## config.mk

```make
export PLATFORM = sky130hd
export DESIGN_NAME = modulo_n_arbiter
export DESIGN_NICKNAME = d
export VERILOG_FILES = /design/src/rtl/modulo_n_arbiter.sv
export SDC_FILE = /design/constraint.sdc
export NUM_CORES = 1
export LEC_CHECK = 0
export ABC_CLOCK_PERIOD_IN_PS = 2000
export CAP_MARGIN = 0
export CELL_PAD_IN_SITES_DETAIL_PLACEMENT = 1
export CELL_PAD_IN_SITES_GLOBAL_PLACEMENT = 1
export CORE_AREA = 5 5 57 96
export CTS_CLUSTER_SIZE = 20
export DETAILED_ROUTE_END_ITERATION = 16
export DIE_AREA = 0 0 62 101
export PLACE_DENSITY_LB_ADDON = 0.25
export SYNTH_ARGS = -nofsm -noshare
export SYNTH_HDL_FRONTEND = slang
export SYNTH_SLANG_ARGS = --single-unit
```

## constraint.sdc

```tcl
create_clock -name clk -period 2 [get_ports clk]
set_input_delay 0.5 -clock clk [delete_from_list [all_inputs] [get_ports clk]]
set_output_delay 0.5 -clock clk [all_outputs]
set_load 0.1 [all_outputs]
```

## src/rtl/modulo_n_arbiter.sv

```systemverilog
`default_nettype none
// ============================================================================
// Module   : modulo_n_arbiter
// Purpose  : Round-robin arbiter sharing one Modulo_N counter between NREQ
//            requesters. The owner gets a whole number of counter periods
//            (full 0..N-1 sweeps). The arbiter clears the counter, enables it,
//            counts wraps on cnt_y and pulses done when the last one is seen.
// Revision : 1.0 - initial release
// ----------------------------------------------------------------------------
// Ports
//   clk      in   1           rising-edge clock
//   rst      in   1           asynchronous reset, active low
//   req      in   NREQ        request level, held until done or abandon
//   len      in   NREQ*LEN_W  period count per requester, sampled at grant
//   cnt_y    in   WIDTH       current value of the shared counter
//   cnt_ce   out  1           count enable to the counter
//   cnt_rst  out  1           synchronous clear to the counter
//   gnt      out  NREQ        one-hot grant
//   done     out  NREQ        one-cycle completion pulse
//   busy     out  1           high whenever the arbiter is not idle
// ============================================================================
module modulo_n_arbiter #(
    parameter  int N     = 5,
    parameter  int NREQ  = 4,
    parameter  int LEN_W = 4,
    localparam int WIDTH = (N > 1) ? $clog2(N) : 1
) (
    input  logic                  clk,
    input  logic                  rst,
    input  logic [NREQ-1:0]       req,
    input  logic [NREQ*LEN_W-1:0] len,
    input  logic [WIDTH-1:0]      cnt_y,
    output logic                  cnt_ce,
    output logic                  cnt_rst,
    output logic [NREQ-1:0]       gnt,
    output logic [NREQ-1:0]       done,
    output logic                  busy
);

    localparam int              PTR_W  = (NREQ > 1) ? $clog2(NREQ) : 1;
    localparam logic [WIDTH-1:0] LAST_Y = WIDTH'(N - 1);

    typedef enum logic [1:0] {
        S_IDLE = 2'd0,
        S_CLR  = 2'd1,
        S_RUN  = 2'd2,
        S_DONE = 2'd3
    } state_t;

    state_t             state_q, state_d;
    logic [PTR_W-1:0]   ptr_q,   ptr_d;
    logic [PTR_W-1:0]   sel_q,   sel_d;
    logic [LEN_W-1:0]   wcnt_q,  wcnt_d;
    logic [LEN_W-1:0]   len_q,   len_d;
    logic [NREQ-1:0]    gnt_q,   gnt_d;
    logic [NREQ-1:0]    done_q,  done_d;
    logic               cnt_ce_q,  cnt_ce_d;
    logic               cnt_rst_q, cnt_rst_d;
    logic               busy_q,    busy_d;

    logic [PTR_W-1:0]   w_pick;
    logic [LEN_W-1:0]   w_pick_len;
    logic               w_wrap;

    // First requesting index strictly after the pointer, wrapping modulo NREQ.
    // The pointer itself is visited last, so the previous owner has the
    // lowest priority.
    function automatic logic [PTR_W-1:0] rr_pick(input logic [NREQ-1:0] r,
                                                 input logic [PTR_W-1:0] p);
        logic [PTR_W-1:0] pick;
        logic             found;
        int               idx;
        pick  = '0;
        found = 1'b0;
        for (int i = 1; i <= NREQ; i++) begin
            idx = (int'(p) + i) % NREQ;
            if (!found && r[PTR_W'(idx)]) begin
                found = 1'b1;
                pick  = PTR_W'(idx);
            end
        end
        return pick;
    endfunction

    always_comb begin
        state_d   = state_q;
        ptr_d     = ptr_q;
        sel_d     = sel_q;
        wcnt_d    = wcnt_q;
        len_d     = len_q;
        gnt_d     = gnt_q;
        done_d    = '0;
        cnt_ce_d  = 1'b0;
        cnt_rst_d = 1'b0;

        w_pick     = rr_pick(req, ptr_q);
        w_pick_len = len[int'(w_pick)*LEN_W +: LEN_W];
        // Only a cycle in which the counter is actually enabled can be a wrap.
        w_wrap     = cnt_ce_q && (cnt_y == LAST_Y);

        case (state_q)
            S_IDLE: begin
                gnt_d = '0;
                if (|req) begin
                    state_d        = S_CLR;
                    sel_d          = w_pick;
                    gnt_d[w_pick]  = 1'b1;
                    // A zero-length request still gets one full period.
                    len_d          = (w_pick_len == '0) ? LEN_W'(1) : w_pick_len;
                    wcnt_d         = '0;
                    cnt_rst_d      = 1'b1;
                end
            end
            S_CLR: begin
                if (!req[sel_q]) begin
                    state_d = S_IDLE;
                    gnt_d   = '0;
                    ptr_d   = sel_q;
                end else begin
                    state_d  = S_RUN;
                    cnt_ce_d = 1'b1;
                end
            end
            S_RUN: begin
                // Abandon wins over a coincident final wrap: no done pulse.
                if (!req[sel_q]) begin
                    state_d = S_IDLE;
                    gnt_d   = '0;
                    ptr_d   = sel_q;
                end else if (w_wrap && (wcnt_q == len_q - LEN_W'(1))) begin
                    state_d       = S_DONE;
                    gnt_d         = '0;
                    done_d[sel_q] = 1'b1;
                    ptr_d         = sel_q;
                end else begin
                    cnt_ce_d = 1'b1;
                    if (w_wrap) begin
                        wcnt_d = wcnt_q + LEN_W'(1);
                    end
                end
            end
            S_DONE: begin
                state_d = S_IDLE;
                gnt_d   = '0;
            end
            default: begin
                state_d = S_IDLE;
                gnt_d   = '0;
            end
        endcase

        busy_d = (state_d != S_IDLE);
    end

    always_ff @(posedge clk or negedge rst) begin
        if (!rst) begin
            state_q   <= S_IDLE;
            ptr_q     <= PTR_W'(NREQ - 1);
            sel_q     <= '0;
            wcnt_q    <= '0;
            len_q     <= '0;
            gnt_q     <= '0;
            done_q    <= '0;
            cnt_ce_q  <= 1'b0;
            cnt_rst_q <= 1'b0;
            busy_q    <= 1'b0;
        end else begin
            state_q   <= state_d;
            ptr_q     <= ptr_d;
            sel_q     <= sel_d;
            wcnt_q    <= wcnt_d;
            len_q     <= len_d;
            gnt_q     <= gnt_d;
            done_q    <= done_d;
            cnt_ce_q  <= cnt_ce_d;
            cnt_rst_q <= cnt_rst_d;
            busy_q    <= busy_d;
        end
    end

    assign gnt     = gnt_q;
    assign done    = done_q;
    assign cnt_ce  = cnt_ce_q;
    assign cnt_rst = cnt_rst_q;
    assign busy    = busy_q;

endmodule
`default_nettype wire

```

# After elaboration in Yosys (flattened, before gate mapping)
# Cells that the tools add are included.
# word_totals
reg_bits	25
latchBits	0
ramBits	0
rom_bits	0
input_bits	25
output_inout_bits	11
word_cells	110
n_memories	0
# classes
add_sub_neg	6
multipliers	0
n_div	0
n_lt_le_gt_ge	8
eq_ne	11
n_shift	1
n_mux	54
bitwise	0
n_reduce_logical	20
# ops
cell	n
two-way mux 4 bit	12
two-way mux 2 bit	11
two-way mux 1 bit	19
less-than comparator 2 x 4 -> 1 bit (second input constant)	4
one-hot mux 4 bit (4 select lines)	1
indexed part select 16 x 5 -> 4 bit	1
binary-select mux 1 bit (select 2 bit)	5
!= test 2 bit (second input constant)	5
one-hot mux 2 bit (4 select lines)	1
one-hot mux 4 bit (2 select lines)	1
logical AND 1 bit	7
less-than comparator 2 x 3 -> 1 bit (second input constant)	2
nonzero test 2 bit	3
AND reduction 5 bit	1
adder 2 x 1 -> 2 bit (second input constant)	2
adder 2 bit (second input constant)	2
adder 4 x 1 -> 4 bit (second input constant)	1
demux 1 bit (select 2 bit)	2
equality test 2 bit (second input constant)	2
equality test 4 bit	1
>= comparator 2 x 1 -> 1 bit (second input constant)	2
zero test 4 bit	1
one-hot mux 2 bit (2 select lines)	1
AND reduction 2 bit	2
other kinds (9)	11

# Depth between registers and ports, before layout
# logic_depth
word_depth	20
mapped_depth	9

# Least setup slack after synthesis
# No wires, ideal clock.
# synth_path
kind	register to register
start	register cnt_ce_q, in the netlist cnt_ce
end	register ptr_q[0]
setup_ns	0.082
arrival_ns	2.245
t_required_ns	1.918
setup_slack_ns	-0.327
stages_incl_launch_ff	8
n_path_buf	1
period_less_slack_ns	2.327
path_cell_list	dfrtp_1 -> and4bb_2 -> nand4_1 -> o21a_1 -> o21a_1 -> buf_6 -> nand2b_4 -> mux2_4
# synth_via
elab_chain_cells	4
# synth_lines
element	line	source
start, declared	57	logic cnt_ce_q, cnt_ce_d;
start signal, assigned	175	cnt_ce_q <= cnt_ce_d;
logical AND 1 bit	99	w_wrap = cnt_ce_q && (cnt_y == LAST_Y);
logical AND 1 bit	130	end else if (w_wrap && (wcnt_q == len_q - LEN_W'(1))) begin
!= test 3 bit (no source line)	n/a	
AND reduction 3 bit (no source line)	n/a	
end signal, assigned	158	ptr_q <= PTR_W'(NREQ - 1);
end signal, assigned	169	ptr_q <= ptr_d;
end, declared	51	logic [PTR_W-1:0] ptr_q, ptr_d;
# Every way passes these cells.
# A chain may end at the register's enable or synchronous reset.

# Worst setup path in the final report
# layout_path
start	register wcnt_q[2]
end	register ptr_q[1]
# layout_via
elab_chain_cells	4
# layout_lines
element	line	source
start, declared	53	logic [LEN_W-1:0] wcnt_q, wcnt_d;
start signal, assigned	171	wcnt_q <= wcnt_d;
equality test 4 bit	130	
logical AND 1 bit	130	
!= test 3 bit (no source line)	n/a	
AND reduction 3 bit (no source line)	n/a	
# Every way passes these cells.

==> summary.txt <==
Run status
  – Result of the run: finished clean

Route
  – Antenna Nets Post-Route: 0
  – Vias per std cell: 5.09
  – Average detailed-routed wire length per instance: 15.3 um
  – Iteration-0 DRC count of the detailed router: 12
  – Total number of vias: 1314
  – DRC violations left: 0
  – First-pass detailed-route iteration total: 3
  – Total Routed Length: 3.96 mm

Floorplan
  – Starting Density: 32.4%
  – Core Area: 4620 um2
  – Total I/O pin count: 36
  – Die width: 62 um
  – Die ar.: 6260 um2
  – Die Y-Extent: 101 um
  – Cell row count: 33

Job
  – Max-cap violation count: 0

Placed design
  – Final weighted congestion of routability-driven global placement: 0.807
  – IO Port Bufs: 35
  – Total cell area at the placement stage: 2130 um2
  – Final HPWL from detailed placement: 3.29 mm
  – Number of placed instances, taps included: 253
  – Pre-CTS WS: -0.423 ns

CTS
  – Clock edge transition at the registers on the reported setup and hold paths: 0.09 ns
  – Clock root cell: clkbuf_8
  – Number of hold buffers added after cts: 0
  – Cts bufs inserted: 3
  – H-Tree Level Count: 1
  – Clock net sink count: 25
  – Insertion delay of the later-clocked pin in the worst-skew pair: 0.27 ns
  – Worst-case clock buffer depth: 2
  – Clock tree from TritonCTS: done

Logic synthesis
  – Synth async-reset ratio: 100%
  – Area of the mapped netlist: 1500 um2
  – Area share of the largest cell type after synthesis: 38.5%
  – Number of library cell types mapped by synthesis: 43
  – Syn Inst Count: 149
  – Number of synthesized flops with an enable pin: 0
  – Post-synthesis net count: 179
  – Cell type with the highest aggregate area in the netlist: dfrtp_1
  – Part of the Yosys area used for sequential elements: 42.0%
  – Flops & latches, synth: 25
  – Cells taking the most area after synthesis: dfrtp_1, mux2i_1, nand2_1, ha_1, dfstp_2
  – Average instance area after synthesis: 10.0 um2
  – Top_reg_cell synth: dfrtp_1
  – Number of warning messages in the yosys log: 0

Power and ir drop
  – Reported leakage power: 1.04 nW
  – Maximum resistive drop on vdd: 0.954 mV
  – Internal Pwr Total: 1.77 mW
  – Net switching component of the power: 1.49 mW
  – Portion of total power attributed to combinational logic: 64.6%
  – Areal power density over the cells: 1470 nW/um2
  – Total power draw: 3.26 mW
  – Net switching share of the total power: 45.6%
  – Sequential fraction of design power: 26.1%
  – Clk pwr share: 9.3%

Hold path
  – Worst min-delay path class: reg -> reg

Finish
  – Post-layout net count: 237
  – Multi-input combinational cell area: 848 um2
  – Count of placed standard cells in the final layout, fillers left out: 258
  – Ratio of cells with drive above 1 in the final layout: 29.6%
  – Final design utilization: 48.1%
  – Antenna diode count: 0
  – Filler cell count in the final layout: 535
  – Final Cell Area: 2220 um2
  – Total area of sequential cells: 632 um2
  – Area delta synth->final: 48.7%

STA
  – Final Hold Violating Endpoints: 0
  – Worst clock skew: 0.00320 ns
  – Setup Viol. Count Final: 0
  – Setup repair after global routing missed its margin: yes
  – Setup TNS: 0 ns
  – Ratio of final minimum period to clock period: 94.9%
  – Maximum frequency from static timing analysis: 0.527 GHz
  – Final Max Slew Viols: 0
  – Remaining max-slew budget at the tightest pin: 68.1%
  – Transition at the pin with the smallest max-transition slack: 0.479 ns
  – Time the worst path needs with I/O delays and setup: 1.90 ns
  – Worst-case hold slack: 0.521 ns
  – Least setup slack across all paths after layout: 0.103 ns

Critical path
  – Startpoint of the worst-slack reg-to-reg timing path: wcnt_q[2]$_DFFE_PN0P_
  – Category of the most critical setup path: reg -> reg
  – Kind of end point of the critical path: flop
  – Cell count along the critical path: 6
  – Cell repeated most along the worst path: o21a_1
  – Critical path launch point: wcnt_q[2]$_DFFE_PN0P_
  – Register-to-register path setup slack: 0.10 ns
  – Capture point of the worst path: ptr_q[1]$_DFFE_PN1P_
  – Crit path max-delay cell type: dfrtp_1
  – Dominant delay contributor by cell family on the critical path: flip-flops
  – Arrival time at the worst endpoint: 2.10 ns
  – Destination of the worst register-to-register timing path: ptr_q[1]$_DFFE_PN1P_
  – Startpoint Class: flop
  – CP max stage delay: 0.42 ns
  – Worst reg-to-reg path cell count: 6
  – Worst-path fanout max: 4
  – CP Cell Sequence: xnor3_1, nand4_1, o21a_1, o21a_1, nand2b_4, mux2_4
  – Data required, critical path: 2.20 ns
  – Buf/Inv on CP: 0

Global route
  – Global-route wire length before repair: 6.76 mm
  – Maximum number of pins on one net before global-route repair: 26
  – Overall Global Routing Usage: 14.5%
  – Number of global-route vias before repair: 1482
  – Antenna violations before repair: 0
  – Total grt overflow: 0
cell families (layout without fill, tap and decap cells):
family | Yosys count | in the layout | synth area share [%]
AND/OR/NAND/NOR | 58 | 58 | 18.9
AO/OA/AOI/OAI | 29 | 29 | 14.7
flip-flops | 25 | 25 | 42.0
multiplexers | 14 | 14 | 11.3
buffers and inverters | 12 | 69 | 4.01
XOR/XNOR | 6 | 6 | 4.93
adder cells (fa/ha/maj) | 5 | 5 | 4.18
flip-flops by register name, summed over array words and instances (netlist names):
| name | cells |
|---|---|
| busy | 1 |
| cnt_ce | 1 |
| cnt_rst | 1 |
| done | 4 |
| gnt | 4 |
| len_q | 4 |
| ptr_q | 2 |
| sel_q | 2 |
| state_q | 2 |
| wcnt_q | 4 |
cell usage in the layout, fill, tap and decap left out, drive strengths merged, types with 2 or more instances in the layout:
| cell type | instances |
|---|---|
| a211oi | 3 |
| a21oi | 6 |
| buf | 33 |
| clkbuf | 3 |
| clkdlybuf4s50 | 17 |
| dfrtp | 23 |
| dfstp | 2 |
| dlygate4sd2 | 4 |
| dlymetal6s2s | 3 |
| ha | 5 |
| inv | 8 |
| mux2 | 4 |
| mux2i | 9 |
| nand2 | 24 |
| nand2b | 2 |
| nand3 | 5 |
| nor2 | 12 |
| nor2b | 4 |
| nor3 | 3 |
| nor3b | 2 |
| o21a | 2 |
| o21ai | 9 |
| xnor2 | 2 |
| xor2 | 3 |
worst register-to-register path, stage by stage, from the launching register on:
cell and delay (ns):
dfrtp_1 0.42, xnor3_1 0.41, nand4_1 0.14, o21a_1 0.21, o21a_1 0.21, nand2b_4 0.16
mux2_4 0.29
layout make-up:
type	count	share of cell area, %
clock buffers	3	1.86
flip-flops and latches	25	28.4
inverters	8	1.35
well taps	52	2.92
repair buffers	57	27.1
multi-input cells	112	38.1
clock inverters	1	0.225
routing by layer:
layer / global-route usage, % / vias to the layer above / wire [um]
met5: 0 / - / 0
met4: 6.86 / 0 / 159
met3: 1.67 / 13 / 162
met2: 26.8 / 38 / 2290
met1: 15.1 / 635 / 1350
li1: - / 628 / -
Yosys cell counts (2+ instances only):
cell type	n
xor2_1	2
clkbuf_1	2
nor3b_1	2
nor2b_1	4
a211oi_1	3
xnor2_1	2
o21a_1	2
nor3_1	3
nand3_1	5
dfrtp_1	23
a21oi_1	5
dfstp_2	2
inv_1	8
mux2i_1	9
mux2_4	3
buf_6	2
ha_1	5
o21ai_1	4
nor2_1	12
o21ai_0	5
nand2_1	24
how the worst min path moves through the flow:
stage               slack (ns)             startpoint                    end  depth (start not counted)
floorplan                 0.20                    rst         busy$_DFF_PN0_                          0
global placement          0.49   len_q[3]$_DFFE_PN0P_   len_q[3]$_DFFE_PN0P_                          2
detailed placement        0.50  wcnt_q[3]$_DFFE_PN0P_  wcnt_q[3]$_DFFE_PN0P_                          1
CTS                       0.52  wcnt_q[3]$_DFFE_PN0P_  wcnt_q[3]$_DFFE_PN0P_                          1
global route              0.55   len_q[3]$_DFFE_PN0P_   len_q[3]$_DFFE_PN0P_                          2
finish                    0.52   len_q[3]$_DFFE_PN0P_   len_q[3]$_DFFE_PN0P_                          2
power by group through the flow:
stage	Sequential, mW	Combinational, mW	Clock (mW)
after floorplan	1.24	0.954	0
after global placement	0.854	2.04	0
after detailed placement	0.861	2.08	0
after CTS	0.852	2.09	0.319
after global routing	0.878	2.27	0.346
final	0.851	2.11	0.305
repair_timing:
action,in CTS,in global routing
setup endpoints to repair,8,11
buffers inserted,0,1
gates resized for setup,6,10
gates cloned,0,0
pin swaps,2,5
No activity file was read; power rests on OpenSTA's default activity.
